[src/rtl/csr_trap_sequencer.sv]
// Sequences machine-mode trap/interrupt entry and mret exit: latches commit-time state,
// issues the CSR write burst, then a one-cycle fetch redirect.
module csr_trap_sequencer #(
  parameter int unsigned CSR_ADDR_WIDTH = 12,
  parameter int unsigned REG_DATA_WIDTH = 32
) (
  input  logic                      clk,
  input  logic                      rst,
  input  logic                      commit_trap_req,
  input  logic [REG_DATA_WIDTH-1:0] commit_trap_cause,
  input  logic [REG_DATA_WIDTH-1:0] commit_trap_pc,
  input  logic [REG_DATA_WIDTH-1:0] commit_trap_tval,
  input  logic                      commit_mret_req,
  input  logic                      commit_int_allow,
  input  logic [REG_DATA_WIDTH-1:0] commit_int_pc,
  input  logic [REG_DATA_WIDTH-1:0] csrf_all_mie_data,
  input  logic [REG_DATA_WIDTH-1:0] csrf_all_mip_data,
  input  logic [REG_DATA_WIDTH-1:0] csrf_all_mstatus_data,
  input  logic [REG_DATA_WIDTH-1:0] csrf_all_mepc_data,
  output logic [CSR_ADDR_WIDTH-1:0] trap_csrf_read_addr,
  input  logic [REG_DATA_WIDTH-1:0] csrf_trap_read_data,
  output logic [CSR_ADDR_WIDTH-1:0] trap_csrf_write_addr,
  output logic [REG_DATA_WIDTH-1:0] trap_csrf_write_data,
  output logic                      trap_csrf_we,
  output logic                      trap_commit_busy,
  output logic                      trap_fetch_jump,
  output logic [REG_DATA_WIDTH-1:0] trap_fetch_jump_pc
);
  localparam int unsigned W = REG_DATA_WIDTH;

  typedef enum logic [2:0] {
    IDLE, W_MEPC, W_MCAUSE, W_MTVAL, W_MSTATUS, R_MSTATUS, JUMP
  } state_e;

  state_e       state_q, state_d;
  logic [W-1:0] epc_q, epc_d, cause_q, cause_d, tval_q, tval_d;
  logic [W-1:0] mtvec_q, mtvec_d, mstatus_q, mstatus_d;
  logic [3:0]   code_q, code_d;
  logic         int_q, int_d, mret_q, mret_d;

  logic [W-1:0] irq_bits;
  logic         irq_pending;
  logic [3:0]   irq_code;
  logic [W-1:0] mtvec_base;

  assign trap_csrf_read_addr = CSR_ADDR_WIDTH'(12'h305);
  assign trap_commit_busy    = (state_q != IDLE);
  assign mtvec_base          = {mtvec_q[W-1:2], 2'b00};

  always_comb begin
    irq_bits    = csrf_all_mie_data & csrf_all_mip_data & W'(12'h888);
    irq_pending = commit_int_allow && csrf_all_mstatus_data[3] && (|irq_bits);
    // MEI beats MSI beats MTI
    if (irq_bits[11])     irq_code = 4'd11;
    else if (irq_bits[3]) irq_code = 4'd3;
    else                  irq_code = 4'd7;
  end

  always_comb begin
    state_d              = state_q;
    epc_d                = epc_q;
    cause_d              = cause_q;
    tval_d               = tval_q;
    mtvec_d              = mtvec_q;
    mstatus_d            = mstatus_q;
    code_d               = code_q;
    int_d                = int_q;
    mret_d               = mret_q;
    trap_csrf_we         = 1'b0;
    trap_csrf_write_addr = '0;
    trap_csrf_write_data = '0;
    trap_fetch_jump      = 1'b0;
    trap_fetch_jump_pc   = '0;
    case (state_q)
      IDLE: begin
        if (commit_trap_req) begin
          epc_d     = commit_trap_pc;
          cause_d   = commit_trap_cause;
          tval_d    = commit_trap_tval;
          mtvec_d   = csrf_trap_read_data;
          mstatus_d = csrf_all_mstatus_data;
          code_d    = '0;
          int_d     = 1'b0;
          mret_d    = 1'b0;
          state_d   = W_MEPC;
        end else if (irq_pending) begin
          epc_d     = commit_int_pc;
          cause_d   = {1'b1, (W-1)'(irq_code)};
          tval_d    = '0;
          mtvec_d   = csrf_trap_read_data;
          mstatus_d = csrf_all_mstatus_data;
          code_d    = irq_code;
          int_d     = 1'b1;
          mret_d    = 1'b0;
          state_d   = W_MEPC;
        end else if (commit_mret_req) begin
          int_d   = 1'b0;
          mret_d  = 1'b1;
          state_d = R_MSTATUS;
        end
      end
      W_MEPC: begin
        trap_csrf_we         = 1'b1;
        trap_csrf_write_addr = CSR_ADDR_WIDTH'(12'h341);
        trap_csrf_write_data = epc_q;
        state_d              = W_MCAUSE;
      end
      W_MCAUSE: begin
        trap_csrf_we         = 1'b1;
        trap_csrf_write_addr = CSR_ADDR_WIDTH'(12'h342);
        trap_csrf_write_data = cause_q;
        state_d              = W_MTVAL;
      end
      W_MTVAL: begin
        trap_csrf_we         = 1'b1;
        trap_csrf_write_addr = CSR_ADDR_WIDTH'(12'h343);
        trap_csrf_write_data = tval_q;
        state_d              = W_MSTATUS;
      end
      W_MSTATUS: begin
        trap_csrf_we                = 1'b1;
        trap_csrf_write_addr        = CSR_ADDR_WIDTH'(12'h300);
        trap_csrf_write_data        = mstatus_q;
        trap_csrf_write_data[7]     = mstatus_q[3];
        trap_csrf_write_data[3]     = 1'b0;
        trap_csrf_write_data[12:11] = 2'b11;
        state_d                     = JUMP;
      end
      R_MSTATUS: begin
        // mret restores from the live mstatus, not a latched copy
        trap_csrf_we                = 1'b1;
        trap_csrf_write_addr        = CSR_ADDR_WIDTH'(12'h300);
        trap_csrf_write_data        = csrf_all_mstatus_data;
        trap_csrf_write_data[3]     = csrf_all_mstatus_data[7];
        trap_csrf_write_data[7]     = 1'b1;
        trap_csrf_write_data[12:11] = 2'b11;
        state_d                     = JUMP;
      end
      JUMP: begin
        trap_fetch_jump = 1'b1;
        if (mret_q)
          trap_fetch_jump_pc = csrf_all_mepc_data;
        else if (int_q && (mtvec_q[1:0] == 2'b01))
          trap_fetch_jump_pc = mtvec_base + W'({code_q, 2'b00});
        else
          trap_fetch_jump_pc = mtvec_base;
        state_d = IDLE;
      end
      default: state_d = IDLE;
    endcase
  end

  always_ff @(posedge clk) begin
    if (rst) begin
      state_q   <= IDLE;
      epc_q     <= '0;
      cause_q   <= '0;
      tval_q    <= '0;
      mtvec_q   <= '0;
      mstatus_q <= '0;
      code_q    <= '0;
      int_q     <= 1'b0;
      mret_q    <= 1'b0;
    end else begin
      state_q   <= state_d;
      epc_q     <= epc_d;
      cause_q   <= cause_d;
      tval_q    <= tval_d;
      mtvec_q   <= mtvec_d;
      mstatus_q <= mstatus_d;
      code_q    <= code_d;
      int_q     <= int_d;
      mret_q    <= mret_d;
    end
  end
endmodule

[config.mk]
export PLATFORM = sky130hd
export DESIGN_NAME = csr_trap_sequencer
export DESIGN_NICKNAME = d
export VERILOG_FILES = /design/src/rtl/csr_trap_sequencer.sv
export SDC_FILE = /design/constraint.sdc
export NUM_CORES = 1
export LEC_CHECK = 0
export CAP_MARGIN = 10
export CORE_MARGIN = 5
export CORE_UTILIZATION = 41
export DETAILED_ROUTE_END_ITERATION = 8
export PLACE_DENSITY = 0.84
export SLEW_MARGIN = 40
export SYNTH_ARGS = -nofsm -noshare
export SYNTH_HDL_FRONTEND = slang
export SYNTH_SLANG_ARGS = --single-unit
export TNS_END_PERCENT = 20
[constraint.sdc]
create_clock -name clk -period 3 [get_ports clk]
set_clock_uncertainty 0.15 [all_clocks]
set_input_delay 0.45 -clock clk [delete_from_list [all_inputs] [get_ports clk]]
set_output_delay 0.45 -clock clk [all_outputs]
set_load 0.03 [all_outputs]
Yosys cells after proc, flatten, opt, wreduce, memory -nomap -nowiden
Cells that the tools add are included.
{"block": "word_totals", "reg_bits": 169, "latch_bits": 0, "ram_bits": 0, "mem_bits_ro": 0, "inputBits": 293, "out_inout_bits": 91, "wordCells": 62, "mem_count": 0}
{"block": "op_classes", "addsub": 1, "multipliers": 0, "n_div": 0, "magnitude_cmp": 0, "n_eq_ne": 8, "n_shift": 0, "mux": 31, "bitwise": 1, "n_reduce_logical": 12}
{"operator": "32-bit two-way mux", "n": 13}
{"operator": "32-bit case mux with 5 select lines", "n": 1}
{"operator": "10-bit case mux with 4 select lines", "n": 1}
{"operator": "32-bit by 6-bit adder with 32-bit output", "n": 1}
{"operator": "3-bit case mux with 5 select lines", "n": 1}
{"operator": "12-bit bitwise AND", "n": 1}
{"operator": "3-bit two-way mux", "n": 4}
{"operator": "4-bit two-way mux", "n": 3}
{"operator": "3-bit == test (second input constant)", "n": 3}
{"operator": "1-bit two-way mux", "n": 8}
{"operator": "3-bit by 2-bit == test with 1-bit output (second input constant)", "n": 2}
{"operator": "3-bit nonzero test", "n": 2}
{"operator": "5-bit OR reduction", "n": 1}
{"operator": "4-bit != test (second input constant)", "n": 1}
{"operator": "2-bit AND reduction", "n": 2}
{"operator": "3-bit by 1-bit == test with 1-bit output (second input constant)", "n": 1}
{"operator": "1-bit logical AND", "n": 3}
{"operator": "3-bit logical NOT", "n": 1}
{"operator": "3-bit OR reduction", "n": 1}
{"operator": "2-bit by 1-bit == test with 1-bit output (second input constant)", "n": 1}
{"operator": "2-bit nonzero test", "n": 1}
{"operator": "2-bit OR reduction", "n": 1}

Depth between registers and ports, before layout
{"block": "depth", "ltp_word": 6, "mapped_depth": 9, "mapped_depth_nobuf": 8}

Worst setup path after synthesis
Ideal clock, no wire load.
{"block": "synth_timing", "path_kind": "reg-to-output", "startpoint": "register code_q[1]", "endpoint": "output port trap_fetch_jump_pc[12]", "arrival_time_ns": 2.729, "required_time_ns": 2.400, "path_slack_ns": -0.329, "stages_incl_launch_ff": 10, "n_path_buf": 1, "path_cell_list": "dfxtp_1 > ha_1 > inv_1 > fa_1 > nand2b_1 > a2111oi_2 > buf_2 > nand2_1 > xor2_1 > a211oi_1"}
{"block": "synth_via", "elab_chain_len": 4}
{"element": "start: declaration", "line_no": "38", "rtl": "logic [3:0] code_q, code_d;"}
{"element": "start signal: assignment", "line_no": "171", "rtl": "code_q <= code_d;"}
{"element": "32-bit by 6-bit adder with 32-bit output", "line_no": "144", "rtl": "trap_fetch_jump_pc = mtvec_base + W'({code_q, 2'b00});"}
{"element": "32-bit two-way mux", "line_no": "143", "rtl": "else if (int_q && (mtvec_q[1:0] == 2'b01))"}
{"element": "32-bit two-way mux", "line_no": "141", "rtl": "if (mret_q)"}
{"element": "32-bit two-way mux", "line_no": "74", "rtl": "case (state_q)"}
{"element": "end: declaration", "line_no": "27", "rtl": "output logic [REG_DATA_WIDTH-1:0] trap_fetch_jump_pc"}
Every way passes these cells.

Worst setup path in the final report
Same ends and word-level chain as after synthesis.

==> results.toml <==
[synth]
ys_seq_area_share_pct = 39.0
synth_area_leaders = "dfxtp_1, mux2i_1, a21oi_1, nand2_1, a22o_1"
synth_edf_count = 0
synth_warnings = 0
yosysUniqueCellTypes = 56
syn-cell-area_um2 = 8460
synth-async-reset-ratio_pct = 0
yosys.area.top_type = "dfxtp_1"
netlist.area_leader.share_pct = 39.0
syn_area_per_cell_um2 = 8.17
syn_inst = 1035
synth-main-ff-cell = "dfxtp_1"
synth-seq-cells = 165

[layout]
utilization_pct = 61.6
final_nets = 1602
syn_to_final_growth_pct = 47.9
final_cell_mix = "clkdlybuf4s50_1, dfxtp_1, nand2_1"
layout_commonest_cell = "clkdlybuf4s50_1"
drive_gt1_share_pct = 13.4

[die]
die_y_um = 154
die_x_um = 154
start_util_pct = 41.7
num_rows = 52
ioPinCount = 384
coreArea_um2 = 20300
die_area_um2 = 23600

[route]
drc = 0
post_drt_via_cell_ratio = 5.65
vias = 8956
drtIter0Drc = 620
finalWirelength_mm = 30.7
antenna_left = 0
wl_per_cell_um = 19.3
drtPass1Iterations = 8

[outcome]
status = "complete, but fails checks"
violations = "negative setup slack"

[worst_setup_path]
crit_slowest_cell = "dfxtp_4"
cpMostUsedCell = "buf_4"
critPathRequiredTime_ns = 2.40
r2r_start = "state_q[1]$_SDFFE_PP0P_"
start_kind = "register"
critPathTopFamily = "buffers and inverters"
critical-path-max-stage-delay_ns = 0.37
crit_arrival_ns = 2.66
path_cells = "ha_4, inv_2, fa_2, nand2b_4, a2111oi_4, buf_6, buf_4, nand2_2, xor2_1, a211oi_2, buf_4"
startpoint = "code_q[1]$_SDFFE_PP0P_"
crit_path_end_kind = "output port"
cp_max_fo = 8
crit_type = "reg -> out"
cp_num_buf_inv = 4

[hold_path]
min_path_type = "reg -> reg"
min_from = "mstatus_q[8]$_SDFFE_PP0P_"

[clocking]
clock_sinks = 165
cts_buffer_depth = 2
cts_tree = "built"
cts_buffers = 17
clk_pin_slew_worst_paths_ns = 0.06
cts-root-buf = "clkbuf_16"
clkLatencyLatePin_ns = 0.41
h-tree-depth = 4
ctsHoldBuffers = 0

[placed_design]
gp_congestion = 0.895
pre_cts_slack_ns = -0.0410
portBuffers = 304
dp.final_hpwl_mm = 21.8

[grt]
first_global_vias = 8738
grt_use_total_pct = 24.5
antenna_found_initial = 2
grt_start_max_net_pins = 81
overflow = 0
grt_pass1_wl_mm = 46.8

[timing]
worst_slack_ns = -0.262
fmax_mhz = 307
slew_violations = 0
relSlewSlack_pct = 46.8
period_needed_ns = 3.26
grt_setup_unrepaired = "yes"
worst_pin_slew_ns = 0.788
hold_viol_final = 0
setup_viol = 15
timing.final.crit_share_pct = 109

[pwr]
p_per_area_nw_per_um2 = 820
vdd_drop_max_mv = 0.489
p_leak_nw = 4.77

[job]
drv_cap = 0
==> worst register-to-register path, cell delays in order, from the launching register on <==
cell and delay, ns:
dfxtp_1 0.32, buf_4 0.27, nor3_2 0.51, inv_1 0.24, o41ai_1 0.76, nor2_1 0.13
==> what timing repair did <==
item / in CTS / in global routing
resized for setup: 48 / 64
setup buffers: 3 / 3
setup endpoints to repair: 40 / 52
pin swaps: 17 / 11
==> state kept, by name, indices dropped and copies added, names as in the netlist <==
name,cells
int_q,1
state_q,3
tval_q,32
mret_q,1
mtvec_q,32
code_q,3
cause_q,32
epc_q,32
mstatus_q,29
==> worst paths after layout <==
| path | depth (start not counted) | end | slack (ns) |
|---|---|---|---|
| worst min register to register | 2 | mstatus_q[8]$_SDFFE_PP0P_ | 0.30 |
| worst min-delay path | 2 | mstatus_q[8]$_SDFFE_PP0P_ | 0.30 |
| worst max register to register | 5 | state_q[1]$_SDFFE_PP0P_ | 0.47 |
| worst max-delay path | 11 | trap_fetch_jump_pc[12] | -0.26 |
==> logic make-up (layout without fill, tap and decap cells) <==
logic type,after synthesis,count (layout),share of synthesized area [%]
AOI/OAI and AO/OA,363,363,28.4
xor gates and xnor gates,21,21,2.17
adders and majority gates,8,8,1.27
buffers and inverters,123,385,6.55
DFF,165,165,39.0
muxes,65,65,7.69
other,2,20,0.0888
and+or+nand+nor,288,288,14.8
==> report_power, final <==
part	switching, mW	total, mW	internal, mW
combinational	2.97	4.85	1.88
sequential	0.426	3.18	2.76
clock	0.944	2.23	1.28
total	4.34	10.3	5.92
==> per-stage QoR <==
stage / area, um2 / hold slack [ns] / instances / total power [mW] / TNS [ns]
finish: 12500 / 0.303 / 1585 / 10.3 / -2.91
global placement: 11700 / 0.288 / 1546 / 7.94 / 0
floorplan: 8540 / 0.281 / 1052 / 6.14 / -0.883
CTS: 12400 / 0.305 / 1581 / 10.2 / -2.23
global route: 12500 / 0.315 / 1585 / 10.8 / -5.68
detailed placement: 11700 / 0.296 / 1546 / 8.03 / -0.0527
==> synth_stat cells, types with 2 or more instances <==
| library cell | number |
|---|---|
| o21a_1 | 2 |
| ha_1 | 7 |
| nor2_1 | 81 |
| o32ai_1 | 2 |
| buf_4 | 20 |
| xnor2_1 | 10 |
| nand2b_1 | 2 |
| and3_1 | 7 |
| mux2i_1 | 65 |
| or3_1 | 5 |
| o21ai_0 | 60 |
| clkbuf_1 | 73 |
| and4_2 | 2 |
| buf_2 | 10 |
| inv_1 | 9 |
| o2111ai_1 | 28 |
| a211oi_1 | 38 |
| nor4b_1 | 2 |
| nor3b_1 | 3 |
| a2bb2oi_1 | 2 |
| a22oi_1 | 4 |
| a21oi_1 | 126 |
| nor4_1 | 4 |
| nand4_1 | 6 |
| o221a_2 | 3 |
| a21o_1 | 28 |
| a21o_2 | 2 |
| nor3_1 | 12 |
| a22o_1 | 59 |
| and3_2 | 2 |
| a31oi_1 | 3 |
| buf_1 | 7 |
| nand3_1 | 10 |
| clkinv_1 | 2 |
| dfxtp_1 | 165 |
| nand2_1 | 143 |
| xor2_1 | 11 |
| conb_1 | 2 |
==> layer usage <==
metal | track usage (%) | part of all wire, % | wire (um)
met1 | 28.5 | 38 | 11600
met2 | 42.8 | 50 | 15400
met3 | 6.80 | 8.3 | 2540
met4 | 9.46 | 3.7 | 1140
met5 | 0 | 0.049 | 15
==> layout make-up <==
type	instances	area, um2
clock inverter	13	145
clock buffer	19	453
timing repair buffer	341	3340
multi-input combinational	764	4870
inverter	12	45.0
fill	1708	7790
sequential	165	3310
tap	270	338
antenna	1	2.50
(Power assumes the default switching activity.)
